## config.mk

```make
export PLATFORM = sky130hd
export DESIGN_NAME = imem_loader
export DESIGN_NICKNAME = d
export VERILOG_FILES = /design/src/rtl/mips_pkg.sv /design/src/rtl/imem_word_packer.sv /design/src/rtl/imem_loader.sv
export SDC_FILE = /design/constraint.sdc
export NUM_CORES = 1
export LEC_CHECK = 0
export CAP_MARGIN = 30
export CORE_MARGIN = 2
export CORE_UTILIZATION = 34
export DETAILED_ROUTE_END_ITERATION = 16
export GPL_ROUTABILITY_DRIVEN = 0
export SLEW_MARGIN = 0
export SYNTH_ARGS = -nofsm -noshare
export SYNTH_HDL_FRONTEND = slang
export SYNTH_SLANG_ARGS = --single-unit
export TNS_END_PERCENT = 30
```

## constraint.sdc

```tcl
create_clock -name clock -period 2.7 [get_ports clock]
set_input_delay 0.27 -clock clock [delete_from_list [all_inputs] [get_ports clock]]
set_output_delay 0.27 -clock clock [all_outputs]
set_load 0.01 [all_outputs]
```

## src/rtl/mips_pkg.sv

```systemverilog
// Shared loader definitions: FSM state encoding and the frame header byte.
// The CHECK state exists only when IMEM_LOADER_CHECKSUM_EN is defined.
package mips_pkg;

  localparam logic [7:0] HEADER_BYTE = 8'hA5;

  typedef enum logic [2:0] {
    IDLE  = 3'd0,
    COUNT = 3'd1,
    DATA  = 3'd2,
    WRITE = 3'd3,
    DONE  = 3'd4,
    ERROR = 3'd5
`ifdef IMEM_LOADER_CHECKSUM_EN
    , CHECK = 3'd6
`endif
  } loader_state_t;

endpackage

```

## src/rtl/imem_word_packer.sv

```systemverilog
// Assembles big-endian 32-bit words from a byte stream; last_byte flags that
// the next shifted byte completes the current word.
module imem_word_packer (
  input  logic        clock,
  input  logic        reset,
  input  logic        clear,
  input  logic        shift_en,
  input  logic [7:0]  byte_in,
  output logic [31:0] word,
  output logic        last_byte
);

  logic [31:0] word_reg;
  logic [1:0]  byte_cnt_reg;

  always_ff @(posedge clock or negedge reset) begin
    if (!reset) begin
      word_reg     <= '0;
      byte_cnt_reg <= '0;
    end else if (clear) begin
      word_reg     <= '0;
      byte_cnt_reg <= '0;
    end else if (shift_en) begin
      word_reg     <= {word_reg[23:0], byte_in};
      byte_cnt_reg <= byte_cnt_reg + 2'd1;
    end
  end

  assign word      = word_reg;
  assign last_byte = (byte_cnt_reg == 2'd3);

endmodule

```

## src/rtl/imem_loader.sv

```systemverilog
// Boot-link loader: parses A5/N/data frames into instruction-memory writes and
// releases the core on success. Optional trailing XOR checksum: IMEM_LOADER_CHECKSUM_EN.
module imem_loader
  import mips_pkg::*;
#(
  parameter int          MAX_WORDS = 64,
  parameter logic [31:0] BASE_ADDR = 32'h0000_0000
) (
  input  logic        clock,
  input  logic        reset,
  input  logic [7:0]  in_data,
  input  logic        in_valid,
  output logic        in_ready,
  output logic        imem_we,
  output logic [31:0] imem_addr,
  output logic [31:0] imem_wdata,
  output logic        core_hold,
  output logic        done,
  output logic        error
);

  localparam int IDX_W = $clog2(MAX_WORDS + 1);

  loader_state_t    state_reg, state_next;
  logic [IDX_W-1:0] word_index_reg, word_index_next;
  logic [IDX_W-1:0] count_reg, count_next;
  logic             accept, pack_clear, pack_shift, last_byte;
  logic [31:0]      word;
`ifdef IMEM_LOADER_CHECKSUM_EN
  logic [7:0]       csum_reg, csum_next;
`endif

`ifdef IMEM_LOADER_CHECKSUM_EN
  assign in_ready = (state_reg == IDLE) || (state_reg == COUNT) ||
                    (state_reg == DATA) || (state_reg == CHECK);
`else
  assign in_ready = (state_reg == IDLE) || (state_reg == COUNT) ||
                    (state_reg == DATA);
`endif
  assign accept = in_valid && in_ready;

  imem_word_packer u_packer (
    .clock     (clock),
    .reset     (reset),
    .clear     (pack_clear),
    .shift_en  (pack_shift),
    .byte_in   (in_data),
    .word      (word),
    .last_byte (last_byte)
  );

  always_ff @(posedge clock or negedge reset) begin
    if (!reset) begin
      state_reg      <= IDLE;
      word_index_reg <= '0;
      count_reg      <= '0;
`ifdef IMEM_LOADER_CHECKSUM_EN
      csum_reg       <= '0;
`endif
    end else begin
      state_reg      <= state_next;
      word_index_reg <= word_index_next;
      count_reg      <= count_next;
`ifdef IMEM_LOADER_CHECKSUM_EN
      csum_reg       <= csum_next;
`endif
    end
  end

  always_comb begin
    state_next      = state_reg;
    word_index_next = word_index_reg;
    count_next      = count_reg;
    pack_clear      = 1'b0;
    pack_shift      = 1'b0;
`ifdef IMEM_LOADER_CHECKSUM_EN
    csum_next       = csum_reg;
`endif
    case (state_reg)
      IDLE: begin
        if (accept && in_data == HEADER_BYTE) state_next = COUNT;
      end
      COUNT: begin
        if (accept) begin
          if (in_data == 8'd0 || int'(in_data) > MAX_WORDS) begin
            state_next = ERROR;
          end else begin
            count_next      = IDX_W'(in_data);
            word_index_next = '0;
            pack_clear      = 1'b1;
`ifdef IMEM_LOADER_CHECKSUM_EN
            csum_next       = '0;
`endif
            state_next      = DATA;
          end
        end
      end
      DATA: begin
        if (accept) begin
          pack_shift = 1'b1;
`ifdef IMEM_LOADER_CHECKSUM_EN
          csum_next  = csum_reg ^ in_data;
`endif
          if (last_byte) state_next = WRITE;
        end
      end
      WRITE: begin
        // index cannot wrap: IDX_W holds MAX_WORDS itself
        word_index_next = word_index_reg + IDX_W'(1);
        if (word_index_next == count_reg) begin
`ifdef IMEM_LOADER_CHECKSUM_EN
          state_next = CHECK;
`else
          state_next = DONE;
`endif
        end else begin
          state_next = DATA;
        end
      end
`ifdef IMEM_LOADER_CHECKSUM_EN
      CHECK: begin
        if (accept) state_next = (in_data == csum_reg) ? DONE : ERROR;
      end
`endif
      DONE:    state_next = DONE;
      ERROR:   state_next = ERROR;
      default: state_next = IDLE;
    endcase
  end

  // Write bus is zero outside WRITE so reset shows a clean all-zero bus.
  assign imem_we    = (state_reg == WRITE);
  assign imem_addr  = imem_we ? (BASE_ADDR + (32'(word_index_reg) << 2)) : 32'h0;
  assign imem_wdata = imem_we ? word : 32'h0;
  assign core_hold  = (state_reg != DONE);
  assign done       = (state_reg == DONE);
  assign error      = (state_reg == ERROR);

endmodule

```

# ---- Word-level counts from Yosys, hierarchy flattened
# Index checks and enable logic that the tools add are counted.
dict set report totals {
  regBits 51
  latch_bits 0
  mem_bits_rw 0
  rom_bits 0
  out_inout_bits 69
  elab_cells 56
  memories 0
}
dict set report classes {
  n_addsub 2
  mul 0
  div_mod_pow 0
  magnitude_cmp 1
  n_eq_ne 14
  n_shift 0
  n_mux 21
  bitwise 1
  n_reduce_logical 12
}
# cell n
set ops {}
lappend ops {{$mux 32} 3}
lappend ops {{$mux 3} 6}
lappend ops {{$pmux 3 s6} 1}
lappend ops {{$mux 7} 2}
lappend ops {{$pmux 7 s2} 1}
lappend ops {{$mux 9} 1}
lappend ops {{$eq 8x8->1 const B} 1}
lappend ops {{$gt 8x7->1 const B} 1}
lappend ops {{$logic_not 8->1} 1}
lappend ops {{$ne 2x2->1 const B} 4}
lappend ops {{$add 7x1->7 const B} 1}
lappend ops {{$eq 7x7->1} 1}
lappend ops {{$eq 3x2->1 const B} 2}
lappend ops {{$eq 3x3->1 const B} 2}
lappend ops {{$reduce_and 3->1} 2}
lappend ops {{$mux 1} 5}
lappend ops {{$mux 2} 2}
lappend ops {{$reduce_and 4->1} 1}
lappend ops {{$reduce_bool 2->1} 2}
lappend ops {{$eq 3x1->1 const B} 1}
lappend ops {{$logic_not 3->1} 1}
lappend ops {{$logic_or 1x1->1} 3}
lappend ops {{$ne 3x3->1 const B} 1}
lappend ops {{$add 2x1->2 const B} 1}
lappend ops {{other kinds (4)} 5}

# ---- Longest topological paths before layout
# Gate-level depths: netlist of the first run.
dict set report depth {
  depth_word 8
  ltp_mapped 7
  mapped_depth_nobuf 6
}

# ---- Cells and area by module
# A second synthesis of the first run with hierarchy kept.
dict set report unflattened {
  hier_cells 289
  hier_area_um2 2917.8
}
# mod instances cells_per_inst area_per_inst_um2
set by_module_without_submodules {}
lappend by_module_without_submodules {imem_loader 1 178 1498.9}
lappend by_module_without_submodules {imem_word_packer 1 111 1418.9}

# ---- Worst setup path before layout of the first run
# No wires, ideal clock.
dict set report synth_timing {
  path_kind {input -> register}
  startpoint {input in_data[1]}
  endpoint {register count_reg[0]}
  setup_time_ps 125
  arrival_ps 2128
  slack_ps 447
  cell_stages 4
  n_path_buf 0
  cell_sequence {or3_1 or4_4 a2111oi_4 mux2_2}
}
dict set report synth_via {
  elab_chain_len 4
}
# element line
set synth_rtl {}
lappend synth_rtl {{start: declaration} imem_loader.sv:11} ;# input logic [7:0] in_data,
lappend synth_rtl {{$gt 8x7->1 or $logic_not 8->1 (tied branches)} imem_loader.sv:85} ;# if (in_data == 8'd0 || int'(in_data) > MAX_WORDS) begin
lappend synth_rtl {{$logic_or 1x1->1 (*)} imem_loader.sv:85}
lappend synth_rtl {{$not 1->1 (no source line) (*)} -}
lappend synth_rtl {{$reduce_and 3->1 (no source line) (*)} -}
lappend synth_rtl {{end signal: assignment} imem_loader.sv:63} ;# count_reg <= count_next;
lappend synth_rtl {{end: declaration} imem_loader.sv:26} ;# logic [IDX_W-1:0] count_reg, count_next;
# Mark *: on every way between the ends. The rest lies on a longest branch, timed or not.
# A chain may end at the register's enable or synchronous reset.

# ---- Final worst setup path of the first run
dict set report layout_timing {
  startpoint {register state_reg[1]}
  endpoint {output imem_wdata[8]}
}
dict set report layout_via {
  elab_chain_len 2
}
# element line
set layout_rtl {}
lappend layout_rtl {{start: declaration} imem_loader.sv:24} ;# loader_state_t state_reg, state_next;
lappend layout_rtl {{start signal: assignment} imem_loader.sv:61} ;# state_reg <= state_next;
lappend layout_rtl {{$eq 3x2->1} imem_loader.sv:132} ;# assign imem_we = (state_reg == WRITE);
lappend layout_rtl {{$mux 32} imem_loader.sv:134} ;# assign imem_wdata = imem_we ? word : 32'h0;
lappend layout_rtl {{end: declaration} imem_loader.sv:16} ;# output logic [31:0] imem_wdata,
# No other way between the ends.

==> run metrics, run 1 <==
status finished, final reports clean; CTS H-Tree Depth 2; Ports 80; Initial Utilization 34.93%; critical path data required time 2.43 ns; Synth Area in XOR/XNOR 3.051%; min Tclk post-route 2.371 ns; WS Path Type reg -> out; core area 0.008217 mm^2; CTS sink cnt 51; n_diodes 0; met2 routed WL 3044 um; crit path launch type register; Setup crit end kind output port; clock root buffer master clkbuf_8; cells after synthesis 331; Layout area overhead 26.81%; Hold Violations, Final 0; vias per cell 4.679; DRC Markers 0; crit path cell chain inv_1 > nor2_2 > buf_4 > and2_1 > clkdlybuf4s50_1; multiplexer share of the synthesized area 3.095%; register area share after synthesis 44.46%; number of global-route vias before repair 2192; first-pass GRT wire length 10720 um; Worst VDD drop 0.3089 mV; Pwr Density 613.4 mW/mm^2; Post-Synth Adder-Cell Area 0.8718%; hold crit path type in -> async; Post-synth top flop dfrtp_1; CP delay by family, top buffers and inverters; GRT Total Usage 14.85%; Slew @ Worst Pin 0.5872 ns; Initial DRC Count 126; Fillers 832; Worst-Skew Late Latency 0.32 ns; YS warnings 0; period utilization 87.82%; clock-pin slew on the worst setup and hold paths 0.10 ns; CP max FO 26; antenna viol nets, final 0; commonest non-fill, non-tap cells in the layout nand2_1 (73), clkdlybuf4s50_1 (53), dfrtp_1 (51); Critical path buffers and inverters 3; max FFs per register 32; Post-Syn Area 0.002870 mm^2; CTS tree yes; post-synthesis register bit count 51; Netlist cell types 42; Die X 95.88 um; met3 wire length 212 um; compound-cell area share of the yosys netlist 13.03%; met1 WL 3131 um; HPWL Detailed 4713 um; Die Y 95.88 um; commonest non-fill, non-tap cell in the layout nand2_1; initial antenna violation count 0; largest net degree at the start of global routing 35; Post-synth EDFFs 0; DIE AREA 0.009193 mm^2; I/O Buffers 54; crit-path max cell delay 0.58 ns; cts repair resizes 0; fmax 421.8 MHz; # setup viols final 0; clock buffer depth 2; fin. max-slew vios 0; Max-slew headroom 60.77%; Setup TNS Final 0 ns; RSZ-0062 raised after global routing false; final core utilization 44.30%; Row Count 33; largest family of logic cells by synthesized area simple AND/OR/NAND/NOR gates; FFs w/ async S/R, synth 100.0%; setup repair bufs after CTS 0; fraction of layout cells with a size suffix above 1 11.93%; hold buffers post-CTS 1; CTS Buf Count 5; simple-gate share of the synthesized area 24.54%; Final nets 406; Post-Route WL 6474 um; Routed WL per cell 12.97 um; critical path arrival 2.10 ns; total number of vias 2335; Initial DRT Pass Iterations 4; LEAKAGE 1.558 nW; max-cap viol count 0; Clock Skews 0.01479 ns; GRT overflow 0; syn avg cell area 8.671 um^2; Slowest cell on crit path dfrtp_1; Max Used Layer met4
[synth_stat cells (6+ instances only)]
| cell type | number | share of area (%) |
|---|---|---|
| a21oi_1 | 39 | 6.8 |
| and2_1 | 38 | 8.3 |
| buf_4 | 27 | 7.1 |
| clkbuf_1 | 16 | 2.1 |
| dfrtp_1 | 51 | 44 |
| inv_1 | 6 | 0.78 |
| mux2_2 | 7 | 2.7 |
| nand2_1 | 73 | 9.5 |
| nor2_1 | 9 | 1.2 |
| nor3_1 | 7 | 1.2 |
| o21ai_0 | 6 | 1.0 |
| xnor2_1 | 6 | 1.8 |
[worst paths after layout]
check	from	to	slack, ns	depth (start not counted)
worst min register to register	u_packer.word[25]	u_packer.word[25]	0.52	2
worst max-delay path	state_reg[1]	imem_wdata[8]	0.33	5
min in group clock	u_packer.word[25]	u_packer.word[25]	0.52	2
max in group asynchronous	reset	u_packer.word[0]	1.75	3
worst max register to register	word_index_reg[0]	state_reg[2]	0.75	6
worst min-delay path	reset	word_index_reg[5]	0.35	2
[final cells by class]
type | instances | area (um^2) | share of cell area (%)
multi-input combinational | 251 | 1383 | 37.99
sequential | 51 | 1276 | 35.06
clock buffer | 5 | 68.82 | 1.891
timing repair buffer | 78 | 730.7 | 20.08
tap | 105 | 131.4 | 3.609
inverter | 6 | 22.52 | 0.6188
clock inverter | 3 | 27.53 | 0.7563
[logic make-up (layout without fill, tap and decap cells)]
| logic type | Yosys count | in the layout |
|---|---|---|
| adder cells (fa/ha/maj) | 2 | 2 |
| multiplexers | 8 | 8 |
| other | 1 | 25 |
| XOR/XNOR | 10 | 10 |
| flip-flops | 51 | 51 |
| buffers and inverters | 53 | 92 |
| AO/OA/AOI/OAI | 61 | 61 |
| AND/OR/NAND/NOR | 145 | 145 |
[power breakdown]
part	switching, mW	internal, mW
registers	0.182	0.949
clock network	0.285	0.191
logic	0.289	0.337
[stage by stage]
step,power (mW),cell area (um^2),instances,hold slack [ns],setup slack [ns]
after floorplan,1.565,2960,355,-0.02559,0.4470
after global placement,1.759,3533,490,0.1643,0.02813
after detailed placement,1.779,3533,490,0.1682,0.01528
after CTS,2.258,3640,499,0.3566,0.2997
after global routing,2.383,3640,499,0.3912,0.1768
final,2.233,3640,499,0.3531,0.3290
[layer usage]
layer  vias up  global-route usage (%)
met5         -                       0
li1       1170                       -
met2        61                   24.07
met3         5                   2.114
met1      1099                   20.56
met4         0                   4.643
(Power assumes the default switching activity.)
==> run 2: changes to the inputs <==
--- a/config.mk
+++ b/config.mk
@@ -5,11 +5,11 @@
 export SDC_FILE = /design/constraint.sdc
 export NUM_CORES = 1
 export LEC_CHECK = 0
+export ABC_CLOCK_PERIOD_IN_PS = 2700
 export CAP_MARGIN = 30
 export CORE_MARGIN = 2
 export CORE_UTILIZATION = 34
 export DETAILED_ROUTE_END_ITERATION = 16
-export GPL_ROUTABILITY_DRIVEN = 0
 export SLEW_MARGIN = 0
 export SYNTH_ARGS = -nofsm -noshare
 export SYNTH_HDL_FRONTEND = slang
==> results of run 2 <==
No change in the layout: final DEF, timing and power equal those of run 1.
